## config.mk

```make
export PLATFORM = sky130hd
export DESIGN_NAME = picorv32_mem_arbiter
export DESIGN_NICKNAME = d
export VERILOG_FILES = /design/src/rtl/picorv32_mem_arbiter.sv
export SDC_FILE = /design/constraint.sdc
export NUM_CORES = 1
export LEC_CHECK = 0
export BUFFER_PORTS_ARGS = -buffer_cell sky130_fd_sc_hd__clkbuf_2
export CORE_ASPECT_RATIO = 1.2
export CORE_MARGIN = 10
export CORE_UTILIZATION = 37
export CTS_CLUSTER_SIZE = 12
export DETAILED_ROUTE_END_ITERATION = 10
export MAX_ROUTING_LAYER = met4
export PLACE_DENSITY = 0.77
export SETUP_SLACK_MARGIN = 0.02
export SKIP_CTS_REPAIR_TIMING = 1
export SLEW_MARGIN = 20
export SYNTH_ARGS = -nofsm -noshare
export SYNTH_HDL_FRONTEND = slang
export SYNTH_SLANG_ARGS = --single-unit
```

## constraint.sdc

```tcl
create_clock -name clk -period 2.63 [get_ports clk]
set_clock_uncertainty 0.05 [all_clocks]
set_input_delay 0.3945 -clock clk [delete_from_list [all_inputs] [get_ports clk]]
set_output_delay 0.3945 -clock clk [all_outputs]
set_load 0.01 [all_outputs]
```

## src/rtl/picorv32_mem_arbiter.sv

```systemverilog
// -----------------------------------------------------------------------------
// picorv32_mem_arbiter
//
// Shares one PicoRV32 native memory port between two requesters: requester 0
// (the core) and requester 1 (debug/DMA). The owner of the port is chosen
// while the port is idle. The owner keeps the port until mem_ready, even if it
// drops its valid. At least one idle cycle separates back-to-back transactions.
//
// A wait counter measures how long the current owner has waited. When it
// reaches TIMEOUT, a sticky error flag sets. The grant itself is never aborted.
//
// Configuration:
//   PICORV32_MEM_ARB_RR_EN  defined   : when both requesters ask at once, the
//                                       one not served last wins (round robin)
//   PICORV32_MEM_ARB_RR_EN  undefined : requester 0 always wins a tie
//
// Parameters:
//   TIMEOUT    grant-cycle count that sets err_timeout (0 disables the flag)
//
// Ports:
//   clk, resetn                      clock, asynchronous active-low reset
//   m0_* / m1_*                      requester request fields, ready and rdata
//   mem_valid/instr/addr/wdata/wstrb shared request towards the AXI adapter
//   mem_ready, mem_rdata             shared port response
//   grant_id                         current owner (valid while mem_valid=1)
//   err_timeout                      sticky timeout flag
// -----------------------------------------------------------------------------
module picorv32_mem_arbiter #(
  parameter int unsigned TIMEOUT = 1023
) (
  input  logic        clk,
  input  logic        resetn,

  input  logic        m0_valid,
  input  logic        m0_instr,
  input  logic [31:0] m0_addr,
  input  logic [31:0] m0_wdata,
  input  logic [3:0]  m0_wstrb,
  output logic        m0_ready,
  output logic [31:0] m0_rdata,

  input  logic        m1_valid,
  input  logic        m1_instr,
  input  logic [31:0] m1_addr,
  input  logic [31:0] m1_wdata,
  input  logic [3:0]  m1_wstrb,
  output logic        m1_ready,
  output logic [31:0] m1_rdata,

  output logic        mem_valid,
  output logic        mem_instr,
  output logic [31:0] mem_addr,
  output logic [31:0] mem_wdata,
  output logic [3:0]  mem_wstrb,
  input  logic        mem_ready,
  input  logic [31:0] mem_rdata,

  output logic        grant_id,
  output logic        err_timeout
);

  typedef enum logic [1:0] {
    IDLE = 2'd0,
    GNT0 = 2'd1,
    GNT1 = 2'd2
  } state_e;

  state_e      state_q, state_d;
  logic [31:0] wait_cnt_q, wait_cnt_d;
  logic        err_q, err_d;
`ifdef PICORV32_MEM_ARB_RR_EN
  logic        last_q, last_d;   // requester that received the most recent grant
`endif

  // ---------------------------------------------------------------------------
  // Next-state logic
  // ---------------------------------------------------------------------------
  always_comb begin
    // NOTE: every variable gets a default before the case statement. This way
    // no path leaves a variable unassigned, and no latch is inferred.
    state_d    = state_q;
    wait_cnt_d = wait_cnt_q;
    err_d      = err_q;
`ifdef PICORV32_MEM_ARB_RR_EN
    last_d     = last_q;
`endif

    case (state_q)
      IDLE: begin
        // The counter is held at zero here, so each grant starts counting at 0.
        wait_cnt_d = '0;
        if (m0_valid && m1_valid) begin
`ifdef PICORV32_MEM_ARB_RR_EN
          state_d = last_q ? GNT0 : GNT1;
`else
          state_d = GNT0;
`endif
        end else if (m0_valid) begin
          state_d = GNT0;
        end else if (m1_valid) begin
          state_d = GNT1;
        end
`ifdef PICORV32_MEM_ARB_RR_EN
        if (state_d != IDLE) last_d = (state_d == GNT1);
`endif
      end

      GNT0, GNT1: begin
        if (mem_ready) begin
          state_d = IDLE;
        end else begin
          if (wait_cnt_q != '1) wait_cnt_d = wait_cnt_q + 32'd1;
          // The flag sets in the same cycle the counter reaches TIMEOUT.
          if ((TIMEOUT != 0) && (wait_cnt_d == TIMEOUT)) err_d = 1'b1;
        end
      end

      default: state_d = IDLE;
    endcase
  end

  // ---------------------------------------------------------------------------
  // State registers
  // ---------------------------------------------------------------------------
  // NOTE: use non-blocking assignments for all sequential state. Every register
  // then samples values from before the edge, whatever order the blocks run in.
  always_ff @(posedge clk or negedge resetn) begin
    if (!resetn) begin
      state_q    <= IDLE;
      wait_cnt_q <= '0;
      err_q      <= 1'b0;
    end else begin
      state_q    <= state_d;
      wait_cnt_q <= wait_cnt_d;
      err_q      <= err_d;
    end
  end

`ifdef PICORV32_MEM_ARB_RR_EN
  // After reset the pointer points at requester 1, so the first tie goes to
  // requester 0.
  always_ff @(posedge clk or negedge resetn) begin
    if (!resetn) last_q <= 1'b1;
    else         last_q <= last_d;
  end
`endif

  // ---------------------------------------------------------------------------
  // Outputs
  // ---------------------------------------------------------------------------
  // These outputs decode directly from state_q. A reset forces IDLE, so they
  // clear at once, and no ready pulse can reach an abandoned requester.
  assign mem_valid   = (state_q != IDLE);
  assign grant_id    = (state_q == GNT1);
  assign err_timeout = err_q;

  assign m0_ready = mem_ready && (state_q == GNT0);
  assign m1_ready = mem_ready && (state_q == GNT1);
  assign m0_rdata = (state_q == GNT0) ? mem_rdata : 32'd0;
  assign m1_rdata = (state_q == GNT1) ? mem_rdata : 32'd0;

  // Request fields come straight from the owner, with no register stage. When
  // the port is idle they are driven to zero.
  always_comb begin
    mem_instr = 1'b0;
    mem_addr  = 32'd0;
    mem_wdata = 32'd0;
    mem_wstrb = 4'd0;
    case (state_q)
      GNT0: begin
        mem_instr = m0_instr;
        mem_addr  = m0_addr;
        mem_wdata = m0_wdata;
        mem_wstrb = m0_wstrb;
      end
      GNT1: begin
        mem_instr = m1_instr;
        mem_addr  = m1_addr;
        mem_wdata = m1_wdata;
        mem_wstrb = m1_wstrb;
      end
      default: ;
    endcase
  end

endmodule

```

After elaboration in Yosys (flattened, before gate mapping)
Index checks and enable logic that the tools add are counted.
{ "totals": {"reg_bits": 35, "input_bits": 175, "output_inout_bits": 138, "wordCells": 38} }
{ "op_classes": {"addsub": 1, "n_eq_ne": 7, "muxes": 16, "bitwise_logic": 1, "n_reduce_logical": 10} }
{ "op_table": {"columns": ["op", "count"], "rows": [
  ["$mux W32", 6],
  ["$pmux W32 S2", 3],
  ["$add A32 B1 Y32 const B", 1],
  ["$eq A32 B10 Y1 const B", 1],
  ["$ne A32 B32 Y1 const B", 1],
  ["$mux W2", 4],
  ["$pmux W4 S2", 1],
  ["$ne A2 B2 Y1 const B", 2],
  ["$ne A4 B4 Y1 const B", 1],
  ["$pmux W2 S2", 1],
  ["$reduce_and A2 Y1", 2],
  ["$reduce_bool A2 Y1", 2],
  ["$logic_and A1 B1 Y1", 3],
  ["$reduce_and A3 Y1", 1],
  ["$eq A2 B1 Y1 const B", 1],
  ["$eq A2 B2 Y1 const B", 1],
  ["$logic_not A2 Y1", 1],
  ["$pmux W1 S2", 1],
  ["$reduce_or A2 Y1", 1],
  ["$not A1 Y1", 1]
]} }

Longest topological paths before layout
Gate-level depths: netlist (run 1).
{ "logic_depth": {"word_depth": 6, "depth_mapped": 9, "depth_no_buf": 8} }

Worst setup path before layout (run 1)
OpenSTA, ideal clock, no wires.
{ "synth_timing": {"kind": "flip-flop to flip-flop", "startpoint": "reg wait_cnt_q[8]", "endpoint": "reg err_q (netlist: err_timeout)", "setup_ns": 0.103, "arrival_ns": 2.472, "required_ns": 2.477, "setup_slack_ns": 0.004, "stages_incl_launch_ff": 10, "n_path_buf": 2, "period_less_slack_ns": 2.626, "path_cell_list": "dfrtp_1 -> buf_2 -> nand4_1 -> or4_4 -> buf_6 -> nor4_4 -> a21oi_1 -> a211o_1 -> or4_1 -> o41ai_2"} }
{ "synth_between": {"elab_chain_len": 6, "elab_cells_between_ends": 7, "classes_between": "add/sub (1); eq/ne (2); mux (3); reduce/logical (1)"} }
{ "synth_lines": {"columns": ["element", "line_no", "text"], "rows": [
  ["start, declared", "69", "logic [31:0] wait_cnt_q, wait_cnt_d;"],
  ["start signal, assigned", "134", "wait_cnt_q <= wait_cnt_d;"],
  ["$add A32 B1 Y32 or $ne A32 B32 Y1 (tied branches)", "112", "if (wait_cnt_q != '1) wait_cnt_d = wait_cnt_q + 32'd1;"],
  ["$mux W32 (*)", "112", null],
  ["$mux W32 (*)", "109", "if (mem_ready) begin"],
  ["$mux W32 (*)", "88", "case (state_q)"],
  ["$eq A32 B10 Y1 (*)", "114", "if ((TIMEOUT != 0) && (wait_cnt_d == TIMEOUT)) err_d = 1'b1;"],
  ["$reduce_and A3 Y1 (no source line) (*)", null, null],
  ["end signal, assigned", "135", "err_q <= err_d;"],
  ["end, declared", "70", "logic err_q, err_d;"]
]} }
Every way passes the cells marked *; elsewhere a longest branch is shown, timed or not. The select of a mux whose other input is x is not followed.
A chain may end at the register's enable or synchronous reset.

Final worst setup path (run 1)
{ "layout_timing": {"startpoint": "reg state_q[0]", "endpoint": "out mem_addr[9]"} }
{ "layout_between": {"elab_chain_len": 2, "elab_cells_between_ends": 3, "classes_between": "eq/ne (2); mux (1)"} }
{ "layout_lines": {"columns": ["element", "line_no", "text"], "rows": [
  ["start, declared", "68", "state_e state_q, state_d;"],
  ["start signal, assigned", "133", "state_q <= state_d;"],
  ["$eq A2 B2 Y1 or $eq A2 B1 Y1 (tied branches)", "169", "case (state_q)"],
  ["$pmux W32 S2 (*)", "169", null],
  ["end, declared", "52", "output logic [31:0] mem_addr,"]
]} }
Every way passes the cells marked *; elsewhere a longest branch is shown, timed or not.

==> summary.txt, run 1 <==
Flow run
  – Max_cap viols: 0

Route
  – Number of design rule violations left after detail routing: 0
  – Routed via count divided by cell count: between 5 and 6
  – Routed wire per std cell: ~26 um
  – Antenna-violating nets left: 0
  – Detailed-route wire length: roughly 26,000 um
  – Iteration-0 DRC Markers: approximately 740
  – First-pass detailed-route iteration total: 5
  – Vias: roughly 5,800

Setup path
  – FF-to-FF Start: wait_cnt_q[31]
  – Critical Path Max Stage Delay: about 0.42 ns
  – Crit path buf inv count: 3
  – Startpoint of the worst setup timing path: state_q[0]
  – Type of element launching the critical path: flip-flop
  – Capturing element type of the critical path: primary output
  – Cell at the slowest stage of the critical path: sky130_fd_sc_hd__ha_2
  – Worst path arrival time: ~2.1 ns
  – Top delay family on crit path: buffers and inverters
  – Crit Path Max Fanout: 68
  – Kind of critical path: flip-flop to primary output
  – R2r setup slk: around 0.08 ns
  – Required time of the critical path: approximately 2.2 ns
  – Ordered cell list for the critical path: inv_1 -> ha_2 -> buf_12 -> nor2b_1 -> clkbuf_2

Yosys
  – Synth async-reset ratio: 100.0%
  – Share of Yosys cell area claimed by the top area cell type: between 20% and 30%
  – Prevailing post-synth register cell: sky130_fd_sc_hd__dfrtp_1
  – Post-Synth XOR/XNOR Area: 2.897%
  – Count of synthesis-stage warnings from yosys: 0
  – Library cells used by synthesis: 53
  – Share of the synthesized area in compound gates (AO/OA/AOI/OAI): just under 30%
  – EDFF count, synth: 0
  – Synthesized area divided by synthesized cell count: around 7.3 um2
  – Adder-cell share of the synthesized area: ~1.3%
  – Post-synth net total: roughly 720
  – Largest family of logic cells by synthesized area: simple AND/OR/NAND/NOR gates
  – Top cell type by total area after synthesis: sky130_fd_sc_hd__dfrtp_1
  – Simple-gate share of the synthesized area: 38.81%
  – Number of register bits inferred by synthesis: 35
  – Multiplexer area fraction after synthesis: 0.2547%
  – Biggest area contributors in the synthesized netlist: sky130_fd_sc_hd__dfrtp_1 22%, sky130_fd_sc_hd__a22oi_1 13%, sky130_fd_sc_hd__nor2b_1 11%
  – Synthesized area: 3930 um2
  – Post-synthesis sequential area ratio: around 22%
  – Syn Inst Count: 538

Floorplanning
  – Die area: between 15,000 and 20,000 um2
  – Die height: about 130 um
  – Starting Density: between 30% and 40%
  – Number of core rows: between 40 and 50
  – Die boundary width: about 110 um
  – Floorplan core area: around 10,000 um2
  – Number of placed I/O pins: about 310

Timing
  – Max-slew violation total from the final report: 0
  – Number of endpoints with negative hold slack in the final report: 0
  – F_max: just under 400 MHz
  – Worst slew pin tran: roughly 0.92 ns
  – Number of setup violations in the final report: 0
  – Final-layout setup total negative slack: 0 ns
  – Max transition margin: approximately two fifths
  – Post-route minimum period: roughly 2.6 ns
  – Share of the cycle needed by the critical path after routing: between 90% and 100%
  – Setup repair after global routing missed its margin: true

Pwr
  – Share of power burned in registers: a little under an eighth
  – Internal Dissipation: ~0.0024 W
  – Peak supply drop: about 0.52 mV
  – Portion of total power attributed to combinational logic: between 70% and 80%
  – Lkg Pwr: 3.157 nW
  – Power density of the placed cells: approximately 800 nW/um2
  – Relative contribution of the clock network to total power: 11.7%
  – Net switching power: about 0.0025 W
  – Switching part of the total: about half

GRT
  – Initial antenna violation count: 3
  – Maximum number of pins on one net before global-route repair: 69
  – Overall routing resource usage: between 30% and 40%
  – Sum of overflow across all layers after global routing: 0
  – Wire length of the first global-routing pass: roughly 36,000 um
  – Number of global-route vias before repair: roughly 5,600

Placed design
  – RD Place Congestion: slightly above 1
  – Inst Count DP: 1,003
  – I/O Buffers: between 300 and 400
  – Sum of net half-perimeters after detailed placement: 22,390 um

Status
  – Status: finished, final reports clean

Layout
  – Ratio of cells with drive above 1 in the final layout: 46.94%
  – Area grow syn2layout: 59.03%
  – Final Util: around three fifths
  – Net count, final: ~1,100
  – Commonest non-fill, non-tap cells in the layout: 312 x sky130_fd_sc_hd__clkbuf_2, 70 x sky130_fd_sc_hd__a22oi_1, 69 x sky130_fd_sc_hd__and2_1, 69 x sky130_fd_sc_hd__buf_4, 64 x sky130_fd_sc_hd__nor2b_1
  – Most common cell after layout, fill and taps aside: sky130_fd_sc_hd__clkbuf_2
  – Post-layout instance count excluding filler cells: 1,014

Clock network
  – Latest clock arrival within the worst-skew pair: about 0.28 ns
  – Bufs on Longest Clock Path: 2
  – CTS Root Cell: sky130_fd_sc_hd__clkbuf_16
  – Number of buffers inserted during clock tree synthesis: 5
  – H-tree levels: 2
  – CTS tree: built
  – Clock input transition at the sequential cells of the worst setup and hold paths: approximately 0.06 ns
  – Sinks on Clock Net: 35

Hold path
  – Worst hold path class: input port to asynchronous set/reset pin
cells in the mapped netlist (2+ instances only):
cell                        instances
sky130_fd_sc_hd__o21ai_0           48
sky130_fd_sc_hd__inv_1              6
sky130_fd_sc_hd__clkbuf_1          35
sky130_fd_sc_hd__a211o_1            2
sky130_fd_sc_hd__nand2_1           43
sky130_fd_sc_hd__xnor2_1            6
sky130_fd_sc_hd__nor3b_1            3
sky130_fd_sc_hd__nand3_1           14
sky130_fd_sc_hd__o2111ai_1          2
sky130_fd_sc_hd__nor4_1             3
sky130_fd_sc_hd__or2_2              3
sky130_fd_sc_hd__and2_1            69
sky130_fd_sc_hd__nor2b_1           70
sky130_fd_sc_hd__nor3_1             7
sky130_fd_sc_hd__nor2_1            16
sky130_fd_sc_hd__and3_1             8
sky130_fd_sc_hd__nand4_1           14
sky130_fd_sc_hd__or4_1              3
sky130_fd_sc_hd__ha_1               4
sky130_fd_sc_hd__buf_2              4
sky130_fd_sc_hd__dfrtp_1           35
sky130_fd_sc_hd__xor2_1             7
sky130_fd_sc_hd__a31oi_1           10
sky130_fd_sc_hd__a21oi_1           12
sky130_fd_sc_hd__a22o_1             2
sky130_fd_sc_hd__a22oi_1           70
sky130_fd_sc_hd__o31ai_1           11
sky130_fd_sc_hd__buf_1              6
cell families (layout without fill, tap and decap cells):
| kind of cell | after synthesis | in the layout |
|---|---|---|
| flops | 35 | 35 |
| other cells | 0 | 3 |
| xor+xnor | 13 | 13 |
| buf+inv | 54 | 398 |
| compound gates | 169 | 169 |
| simple gates | 262 | 262 |
| mux | 1 | 1 |
| fa+ha+maj | 4 | 4 |
power groups by stage:
stage	clock, W	sequential (W)	combinational, W
after floorplan	0	0.000594	0.00193
after global placement	0	0.000597	0.00368
after detailed placement	0	0.000598	0.00368
after CTS	0.000577	0.000589	0.00370
after global routing	0.000599	0.000596	0.00402
final	0.000577	0.000592	0.00378
cell type report:
cell class / count / area (um2)
antenna: 3 / 7.507
clock buffer: 7 / 132.6
clock inverter: 1 / 5.005
fill: 1041 / 4215
inverter: 6 / 22.52
multi-input combinational: 449 / 2905
sequential: 35 / 875.8
tap: 129 / 161.4
timing repair buffer: 384 / 2140
per-layer routing:
layer	global-route usage (%)	vias to the layer above	share of wire, %
met2	48.48	442	45
met4	9.205	0	2.6
met1	36.45	2648	36
met5	-	-	0
met3	18.27	37	17
li1	-	2642	-
path summary, 6_finish.rpt:
check / depth (start not counted) / endpoint
worst max-delay path: 5 / mem_addr[9]
worst min-delay path: 1 / wait_cnt_q[6]
worst max register to register: 7 / err_timeout
worst min register to register: 2 / err_timeout
max in group asynchronous: 1 / wait_cnt_q[9]
min in group clk: 3 / state_q[1]
through the flow:
| stage | hold WS (ns) | area [um2] | worst slack (ns) | power (W) |
|---|---|---|---|---|
| 2_1_floorplan | 0.04891 | 3941 | 0.04154 | 0.002529 |
| 3_3_place_gp | 0.4287 | 6060 | 0.1499 | 0.004274 |
| 3_5_place_dp | 0.4280 | 6060 | 0.07857 | 0.004274 |
| 4_1_cts | 0.2253 | 6197 | 0.03353 | 0.004862 |
| 5_1_grt | 0.2740 | 6250 | -0.05754 | 0.005217 |
| 6_report | 0.1932 | 6250 | 0.07300 | 0.004946 |
sequential cells by signal, indices dropped and copies added, names as in the netlist:
| name | flops |
|---|---|
| wait_cnt_q | 32 |
| err_timeout | 1 |
| state_q | 2 |
Power figures use the tool's default switching activity.
==> inputs of run 2 (changes only) <==
--- a/config.mk
+++ b/config.mk
@@ -6,9 +6,11 @@
 export NUM_CORES = 1
 export LEC_CHECK = 0
 export BUFFER_PORTS_ARGS = -buffer_cell sky130_fd_sc_hd__clkbuf_2
+export CELL_PAD_IN_SITES_DETAIL_PLACEMENT = 1
+export CELL_PAD_IN_SITES_GLOBAL_PLACEMENT = 1
 export CORE_ASPECT_RATIO = 1.2
 export CORE_MARGIN = 10
-export CORE_UTILIZATION = 37
+export CORE_UTILIZATION = 24
 export CTS_CLUSTER_SIZE = 12
 export DETAILED_ROUTE_END_ITERATION = 10
 export MAX_ROUTING_LAYER = met4
==> summary.txt, run 2 (synthesis gave the netlist of run 1 again) <==
Status
  – Status: finished, final reports clean

Clock network
  – Bufs on Longest Clock Path: 2
  – Clock input transition at the sequential cells of the worst setup and hold paths: around 0.060 ns
  – Sinks on Clock Net: 35
  – CTS Root Cell: sky130_fd_sc_hd__clkbuf_16
  – Latest clock arrival within the worst-skew pair: ~0.28 ns
  – H-tree levels: 2
  – Number of buffers inserted during clock tree synthesis: 5
  – CTS tree: built

Layout
  – Most common cell after layout, fill and taps aside: sky130_fd_sc_hd__clkbuf_2
  – Max FFs per register: 32
  – Area grow syn2layout: 61.86%
  – Filler cell count: 2,127
  – Commonest non-fill, non-tap cells in the layout: 312 x sky130_fd_sc_hd__clkbuf_2, 70 x sky130_fd_sc_hd__a22oi_1, 70 x sky130_fd_sc_hd__nor2b_1
  – Ratio of cells with drive above 1 in the final layout: 46.68%
  – Net count, final: 1,052
  – Final Util: 39.40%
  – Register with the most flip-flops: wait_cnt_q
  – Post-layout instance count excluding filler cells: about 1,100
  – Final Instance Area: between 6000 and 7000 um2

Timing
  – Post-route minimum period: 2.533 ns
  – Share of the cycle needed by the critical path after routing: 96.29%
  – Final-layout setup total negative slack: 0 ns
  – Number of setup violations in the final report: 0
  – Number of endpoints with negative hold slack in the final report: 0
  – Max-slew violation total from the final report: 0
  – Max transition margin: 38.62%
  – Worst slew pin tran: 0.9207 ns
  – F_max: ~390 MHz

Setup path
  – Crit path buf inv count: 0
  – Instance count on the critical path: 8
  – Type of element launching the critical path: flip-flop
  – Startpoint of the worst setup timing path: wait_cnt_q[0]
  – Critical Path Max Stage Delay: between 0.4 and 0.5 ns
  – Capturing element type of the critical path: flip-flop
  – Crit Path Max Fanout: 6
  – Top delay family on crit path: simple AND/OR/NAND/NOR gates
  – Cell at the slowest stage of the critical path: sky130_fd_sc_hd__or4_1
  – Worst path arrival time: 2.67 ns
  – FF-to-FF Start: wait_cnt_q[0]
  – R2r setup slk: between 0.09 and 0.1 ns
  – Kind of critical path: flip-flop to flip-flop
  – Ordered cell list for the critical path: ha_1 -> nand3_2 -> or2_4 -> nor4_4 -> a21oi_1 -> a211o_1 -> or4_1 -> o41ai_2
  – Required time of the critical path: between 2 and 3 ns
  – Destination of the worst register-to-register timing path: err_timeout
  – Termination of the worst setup path: err_timeout
  – Register-to-Register Path Depth: 8

Floorplanning
  – Starting Density: 24.34%
  – Die height: roughly 160 um
  – Number of core rows: just over 50
  – Floorplan core area: 16,140 um2
  – Number of placed I/O pins: around 310
  – Die area: around 22,000 um2
  – Die boundary width: around 140 um

Pwr
  – Power density of the placed cells: roughly 740 nW/um2
  – Peak supply drop: approximately 0.25 mV
  – Lkg Pwr: approximately 3.1 nW

Placed design
  – Inst Count DP: 1,073
  – RD Place Congestion: roughly 0.96
  – I/O Buffers: 312
  – Placed inst area: ~6000 um2
  – Sum of net half-perimeters after detailed placement: between 20,000 and 25,000 um

Flow run
  – Max_cap viols: 0

Route
  – Number of design rule violations left after detail routing: 0
  – Detailed-route wire length: approximately 24,000 um
  – Vias: approximately 5,500
  – Iteration-0 DRC Markers: around 300
  – Antenna-violating nets left: 0
  – Routed wire per std cell: ~23 um
  – Routed via count divided by cell count: slightly above 5
  – First-pass detailed-route iteration total: 5

GRT
  – Number of global-route vias before repair: approximately 5,800
  – Initial antenna violation count: 1
  – Sum of overflow across all layers after global routing: 0
  – Maximum number of pins on one net before global-route repair: 36
  – Wire length of the first global-routing pass: between 30,000 and 40,000 um
  – Overall routing resource usage: about a fifth

Hold path
  – Worst hold path class: input port to asynchronous set/reset pin
-- run 2: worst min path at each step --
stage                    from             end  slack (ns)
2_1_floorplan          resetn     err_timeout        0.05
3_3_place_gp      err_timeout     err_timeout        0.45
3_5_place_dp   wait_cnt_q[18]  wait_cnt_q[18]        0.46
4_1_cts                resetn   wait_cnt_q[4]        0.23
5_1_grt                resetn   wait_cnt_q[5]        0.27
6_report               resetn  wait_cnt_q[21]        0.20
-- run 2: per-layer routing --
metal,GRT usage [%],share of wire [%],up-vias
met5,-,0,-
met4,4.607,2.0,0
met3,7.690,11,29
met2,36.70,50,260
met1,22.42,37,2622
li1,-,-,2613
-- run 2: cell type report --
cell class	count	area [um2]	share of cell area (%)
sequential	35	878.3	13.81
clock buffer	8	156.4	2.459
tap	212	265.3	4.170
multi-input combinational	449	2932	46.09
timing repair buffer	376	2105	33.08
inverter	6	22.52	0.3541
antenna	1	2.502	0.03934
-- run 2: per-stage QoR --
stage	setup WS, ns	power [W]	hold slack, ns
after CTS	0.02538	0.004761	0.2276
after floorplan	0.04154	0.002529	0.04891
after detailed placement	0.06475	0.004129	0.4599
after global placement	0.1195	0.004076	0.4509
final	0.09745	0.004730	0.1950
after global routing	-0.006458	0.005088	0.2744
-- run 2: where the power goes --
| group | switching (W) | internal, W |
|---|---|---|
| Clock | 0.000225 | 0.000403 |
| Combinational | 0.00204 | 0.00146 |
| Sequential | 0.0000323 | 0.000567 |
-- run 2: worst reg2reg max path: cells and delay by family (launching register included) --
family | cells | cell delay, ns
AOI/OAI and AO/OA | 3 | 0.53
and+or+nand+nor | 4 | 1.24
adders and majority gates | 1 | 0.20
DFF | 1 | 0.41
